<file path="src/rtl/key_debounce_bank.sv">
// key_debounce_bank
//   N-channel debouncer for front-panel keys and slide switches.
//   Each channel normalises pin polarity and passes the pin through a
//   two-flop synchroniser. A consecutive-stable counter then accepts a new
//   level only after it has held for DEB_CYCLES cycles. The channel emits a
//   clean level plus one-cycle press, release and long-press pulses.
//
// Ports
//   clk          system clock
//   rst_n        asynchronous active-low reset
//   key_in       [N_CH] raw asynchronous pin levels
//   key_level    [N_CH] debounced state, 1 = pressed
//   key_press    [N_CH] one-cycle pulse on key_level 0 -> 1
//   key_release  [N_CH] one-cycle pulse on key_level 1 -> 0
//   key_long     [N_CH] one-cycle pulse LONG_CYCLES after a press, once per press
module key_debounce_bank #(
    parameter int N_CH        = 4,
    parameter int DEB_CYCLES  = 1_000_000,
    parameter int LONG_CYCLES = 75_000_000,
    parameter bit ACTIVE_LOW  = 1'b1
) (
    input  logic            clk,
    input  logic            rst_n,
    input  logic [N_CH-1:0] key_in,
    output logic [N_CH-1:0] key_level,
    output logic [N_CH-1:0] key_press,
    output logic [N_CH-1:0] key_release,
    output logic [N_CH-1:0] key_long
);

    localparam int DW = $clog2(DEB_CYCLES);
    localparam int LW = $clog2(LONG_CYCLES + 1);

    localparam logic [DW-1:0] DEB_LAST  = DW'(DEB_CYCLES - 1);
    localparam logic [LW-1:0] LONG_MAX  = LW'(LONG_CYCLES);
    localparam logic [LW-1:0] LONG_FIRE = LW'(LONG_CYCLES - 1);

    // Hold-time counter stops at LONG_MAX so key_long cannot retrigger
    // while the key stays down.
    function automatic logic [LW-1:0] lcnt_sat_inc(input logic [LW-1:0] v);
        return (v == LONG_MAX) ? v : v + 1'b1;
    endfunction

    logic [N_CH-1:0] p;
    logic [N_CH-1:0] s0;
    logic [N_CH-1:0] s1;

    assign p = key_in ^ {N_CH{ACTIVE_LOW}};

    // Synchroniser: raw pin -> s0 -> s1
    always_ff @(posedge clk or negedge rst_n) begin
        if (!rst_n) begin
            s0 <= '0;
            s1 <= '0;
        end else begin
            s0 <= p;
            s1 <= s0;
        end
    end

    for (genvar ch = 0; ch < N_CH; ch++) begin : g_ch
        logic [DW-1:0] dcnt;
        logic [LW-1:0] lcnt;
        logic          level_r;
        logic          press_r;
        logic          release_r;
        logic          long_r;

        // Debounce filter: s1 -> level_r and press/release pulses.
        // Any cycle in which s1 agrees with the accepted level restarts the count.
        always_ff @(posedge clk or negedge rst_n) begin
            if (!rst_n) begin
                dcnt      <= '0;
                level_r   <= 1'b0;
                press_r   <= 1'b0;
                release_r <= 1'b0;
            end else begin
                press_r   <= 1'b0;
                release_r <= 1'b0;
                if (s1[ch] == level_r) begin
                    dcnt <= '0;
                end else if (dcnt == DEB_LAST) begin
                    dcnt      <= '0;
                    level_r   <= s1[ch];
                    press_r   <= s1[ch];
                    release_r <= ~s1[ch];
                end else begin
                    dcnt <= dcnt + 1'b1;
                end
            end
        end

        // Long-press timer: level_r -> long_r pulse
        always_ff @(posedge clk or negedge rst_n) begin
            if (!rst_n) begin
                lcnt   <= '0;
                long_r <= 1'b0;
            end else if (!level_r) begin
                lcnt   <= '0;
                long_r <= 1'b0;
            end else begin
                lcnt   <= lcnt_sat_inc(lcnt);
                long_r <= (lcnt == LONG_FIRE);
            end
        end

        assign key_level[ch]   = level_r;
        assign key_press[ch]   = press_r;
        assign key_release[ch] = release_r;
        assign key_long[ch]    = long_r;
    end

endmodule
</file>
<file path="config.mk">
export PLATFORM = sky130hd
export DESIGN_NAME = key_debounce_bank
export DESIGN_NICKNAME = d
export VERILOG_FILES = /design/src/rtl/key_debounce_bank.sv
export SDC_FILE = /design/constraint.sdc
export NUM_CORES = 1
export LEC_CHECK = 0
export CORE_ASPECT_RATIO = 1.5
export CORE_MARGIN = 3
export CORE_UTILIZATION = 67
export DETAILED_ROUTE_END_ITERATION = 10
export GPL_TIMING_DRIVEN = 1
export PLACE_DENSITY = 0.85
export SLEW_MARGIN = 25
export SYNTH_ARGS = -nofsm -noshare
export SYNTH_HDL_FRONTEND = slang
export SYNTH_SLANG_ARGS = --single-unit
</file>
<file path="constraint.sdc">
create_clock -name clk -period 2.8 [get_ports clk]
set_clock_uncertainty 0.05 [all_clocks]
set_input_delay 0.56 -clock clk [delete_from_list [all_inputs] [get_ports clk]]
set_output_delay 0.56 -clock clk [all_outputs]
set_load 0.01 [all_outputs]
</file>
==> reports/qor.csv <==
stage;metric;value;unit
status;outcome;complete, no violations;
drt;WL final;19700;um
critical_path;CP endpoint kind;output port;
synthesis;#FFs+latches synth;212;
timing;Worst-Margin Slew;0.813;ns
drt;Vias;7384;
synthesis;Netlist cell types;46;
clock_network;clock network latency to the later pin of the worst-skew pair;0.49;ns
synthesis;asr flop ratio synth;1.00;
critical_path;CP cell instances;clkdlybuf4s50_1;
place;RD Place Congestion;0.833;
timing;Fmax;436;MHz
global_route;first-pass GRT wire length;35000;um
critical_path;Reg2Reg Setup Slack;0.69;ns
clock_network;clk root buf;clkbuf_16;
final_layout;area grow syn2layout;9.53;%
timing;Slew Limit Fails;0;
synthesis;top_reg_cell synth;dfrtp_1;
timing;final hold slack;0.0468;ns
place;port bufs;21;
critical_path;r2r endpoint;g_ch[1].lcnt[14]$_DFFE_PN0P_;
synthesis;Synth Area in XOR/XNOR;0.137;
timing;Final Hold Viols;0;
timing;relative slew slack;0.458;
critical_path;critical path arrival;1.68;ns
die;row cnt;55;
drt;post-route ant nets;0;
critical_path;max incr delay on CP;0.62;ns
power_and_ir_drop;Design Power;5.97;mW
timing;Final Cycle Share;0.818;
die;Die ar.;17500;um2
drt;WL/cell;15.6;um
synthesis;sequential share of the synthesized area;0.497;
synthesis;post-synthesis mux area share;0.00798;
synthesis;syn nets;1061;
final_layout;Layout Nets;1072;
critical_path;Crit path max-delay family;buffers and inverters;
power_and_ir_drop;NetSw;1.25;mW
critical_path;critical path class;register to output port;
place;dpl cells;1230;
drt;DRC Markers;0;
clock_network;TritonCTS buffer count;21;
clock_network;Clock Sink Count;212;
critical_path;CP Buf/Inv Count;1;
final_layout;Inserted Diodes;0;
power_and_ir_drop;Pint;4.72;mW
global_route;gr usage total;0.238;
timing;Setup TNS;0;ns
min_path;Hold Path Class;primary input to async pin;
critical_path;R2R Path Start;g_ch[1].lcnt[0]$_DFFE_PN0P_;
final_layout;Layout fillers;1033;
power_and_ir_drop;logic gate share of total power;0.020;
global_route;pin count of the biggest net entering global routing;108;
final_layout;fin cells;1266;
clock_network;htree depth;1;
power_and_ir_drop;Clock power frac;0.460;
critical_path;Worst Reg2Reg Path Length in Cells;6;
global_route;initial antenna violation count;0;
critical_path;Worst path slowest cell;clkdlybuf4s50_1;
final_layout;share of cells above drive strength 1;0.0619;
synthesis;post-synthesis compound-gate area fraction;0.0143;
die;core footprint;15300;um2
place;Detailed Place HPWL;12800;um
synthesis;largest family of logic cells by synthesized area;simple AND/OR/NAND/NOR gates;
timing;Setup WS post-layout;0.509;ns
timing;fin crit period;2.29;ns
drt;Vias/cell;5.83;
clock_network;cts hold-fix bufs;0;
clock_network;Clock Tree Buf Depth;3;
power_and_ir_drop;Net Sw Frac;0.209;
die;DIE HEIGHT;161;um
synthesis;Yosys warning total;0;
power_and_ir_drop;share of power burned in registers;0.520;
clock_network;# Post-CTS Setup Buffers;0;
place;pre-CTS setup slack;0.695;ns
global_route;vias in the first global route;7691;
timing;final setup violation count;0;
power_and_ir_drop;worst vdd ir;0.506;mV
synthesis;EDFF count, synth;0;
synthesis;Mean Syn Cell Area;10.2;um2
die;Die W;109;um
critical_path;Max FO, Critical Path;17;
critical_path;WP data required;2.19;ns
synthesis;synthesized area;10700;um2
global_route;gr ovfl total;0;
flow_run;maxcap violations;0;
clock_network;CTS tree;built;
synthesis;synthesized netlist cell count;1043;
synthesis;Adder-Cell Fraction of Synth Area;0.0141;
clock_network;Resize count post-CTS;0;
synthesis;simple logic cell fraction of the synthesized area;0.298;
clock_network;Worst-path clk slew;0.06;ns
die;Initial Util;0.695;
timing;RSZ-0062 raised after global routing;no;
drt;First-pass DRT Iterations;4;
power_and_ir_drop;Power Density;511;nW/um2
power_and_ir_drop;Pleak;5.01;nW
die;IO Count;22;
drt;drt initial violations;414;
critical_path;Worst setup SP type;register;
routing by layer:
metal  routed length [um]  GRT usage  vias up
met2                10800      0.428      101
met3                  497     0.0269       29
met4                  375     0.0672        0
li1                     -          -     3575
met5                    0          0        -
met1                 8100      0.297     3679
area by class of cell:
class                           instances  area (um2)  share of cell area
Sequential cell                       212        5310               0.454
Tap cell                              199         249              0.0213
Clock buffer                           23         553              0.0473
Timing Repair Buffer                   30         320              0.0274
Clock inverter                         13         120              0.0103
Multi-Input combinational cell        762        5030               0.431
Inverter                               27         101             0.00868
registers in the layout, indices dropped and copies added (netlist names):
name            cells
g_ch.release_r      4
s1                  4
s0                  4
g_ch.level_r        4
g_ch.dcnt          80
g_ch.press_r        4
g_ch.long_r         4
g_ch.lcnt         108
power groups by stage:
| stage | registers, mW | clock network, mW | logic (mW) |
|---|---|---|---|
| after detailed placement | 3.16 | 0 | 0.123 |
| after global placement | 3.16 | 0 | 0.122 |
| after global routing | 3.10 | 2.93 | 0.138 |
| final | 3.10 | 2.75 | 0.118 |
| after CTS | 3.10 | 2.81 | 0.123 |
| after floorplan | 3.16 | 0 | 0.0373 |
through the flow:
step	utilization	area, um2
final	0.761	11700
after CTS	0.761	11700
after global routing	0.761	11700
after floorplan	-	10700
after detailed placement	0.717	11000
after global placement	0.717	11000
cell usage after synthesis (3+ instances only):
master | number | area (um2)
dfrtp_1 | 212 | 5310
xnor2_1 | 111 | 972
nor2_1 | 106 | 398
and2_1 | 94 | 588
nand3_1 | 72 | 360
nand2_1 | 60 | 225
xor2_1 | 56 | 490
nand4_1 | 52 | 325
and3_1 | 27 | 169
inv_1 | 27 | 101
nor3_1 | 21 | 105
clkbuf_1 | 18 | 67.6
nor4_1 | 18 | 113
and4_1 | 16 | 140
buf_4 | 16 | 120
nor2b_1 | 15 | 93.8
nor3b_1 | 14 | 105
ha_1 | 12 | 150
nor4b_1 | 10 | 87.6
a21boi_0 | 7 | 52.6
or3_1 | 7 | 43.8
buf_2 | 6 | 30.0
nand4b_1 | 6 | 52.6
o21ai_0 | 5 | 25.0
mux2_2 | 4 | 45.0
mux2i_1 | 4 | 40.0
nand3b_1 | 4 | 30.0
nor4_2 | 4 | 50.1
nor4bb_1 | 4 | 40.0
o21a_1 | 4 | 30.0
o31ai_1 | 4 | 30.0
or4_1 | 4 | 30.0
and4b_1 | 3 | 30.0
nand2b_1 | 3 | 18.8
worst register-to-register path: cells and delay by family, from the launching register on:
kind | cells | cell delay (ns)
simple gates | 4 | 1.14
flops | 1 | 0.43
fa+ha+maj | 1 | 0.23
xor+xnor | 1 | 0.16
placed cells by master, fill, tap and decap left out, drive strengths merged, types with 9 or more instances in the layout:
| cell type | synthesis | routed |
|---|---|---|
| inv | 27 | 27 |
| a21boi | 9 | 9 |
| and2 | 94 | 94 |
| clkinv | 0 | 9 |
| ha | 12 | 12 |
| xor2 | 56 | 56 |
| buf | 23 | 10 |
| dfrtp | 212 | 212 |
| nand4 | 56 | 56 |
| nor4b | 10 | 10 |
| clkbuf | 19 | 23 |
| nand2 | 60 | 60 |
| nand3 | 72 | 72 |
| and3 | 27 | 27 |
| xnor2 | 111 | 111 |
| clkdlybuf4s50 | 0 | 20 |
| nor4 | 24 | 24 |
| nor3 | 23 | 23 |
| nor3b | 14 | 14 |
| nor2b | 15 | 15 |
| nor2 | 108 | 108 |
| and4 | 16 | 16 |
how the worst max path moves through the flow:
stage                                     start                      endpoint  depth (start not counted)
CTS                 g_ch[3].level_r$_DFFE_PN0P_                  key_level[3]                          1
global placement    g_ch[1].lcnt[0]$_DFFE_PN0P_  g_ch[1].lcnt[26]$_DFFE_PN0P_                          6
detailed placement  g_ch[1].lcnt[0]$_DFFE_PN0P_  g_ch[1].lcnt[22]$_DFFE_PN0P_                          6
global route        g_ch[3].level_r$_DFFE_PN0P_                  key_level[3]                          1
floorplan           g_ch[1].lcnt[0]$_DFFE_PN0P_  g_ch[1].lcnt[22]$_DFFE_PN0P_                          6
finish              g_ch[3].level_r$_DFFE_PN0P_                  key_level[3]                          1
cells by family after synthesis:
| logic type | count (synthesis) |
|---|---|
| buffers and inverters | 69 |
| multiplexers | 8 |
| AND/OR/NAND/NOR | 553 |
| AO/OA/AOI/OAI | 22 |
| XOR/XNOR | 167 |
| flip-flops | 212 |
| adder cells (fa/ha/maj) | 12 |
Power figures use the tool's default switching activity.
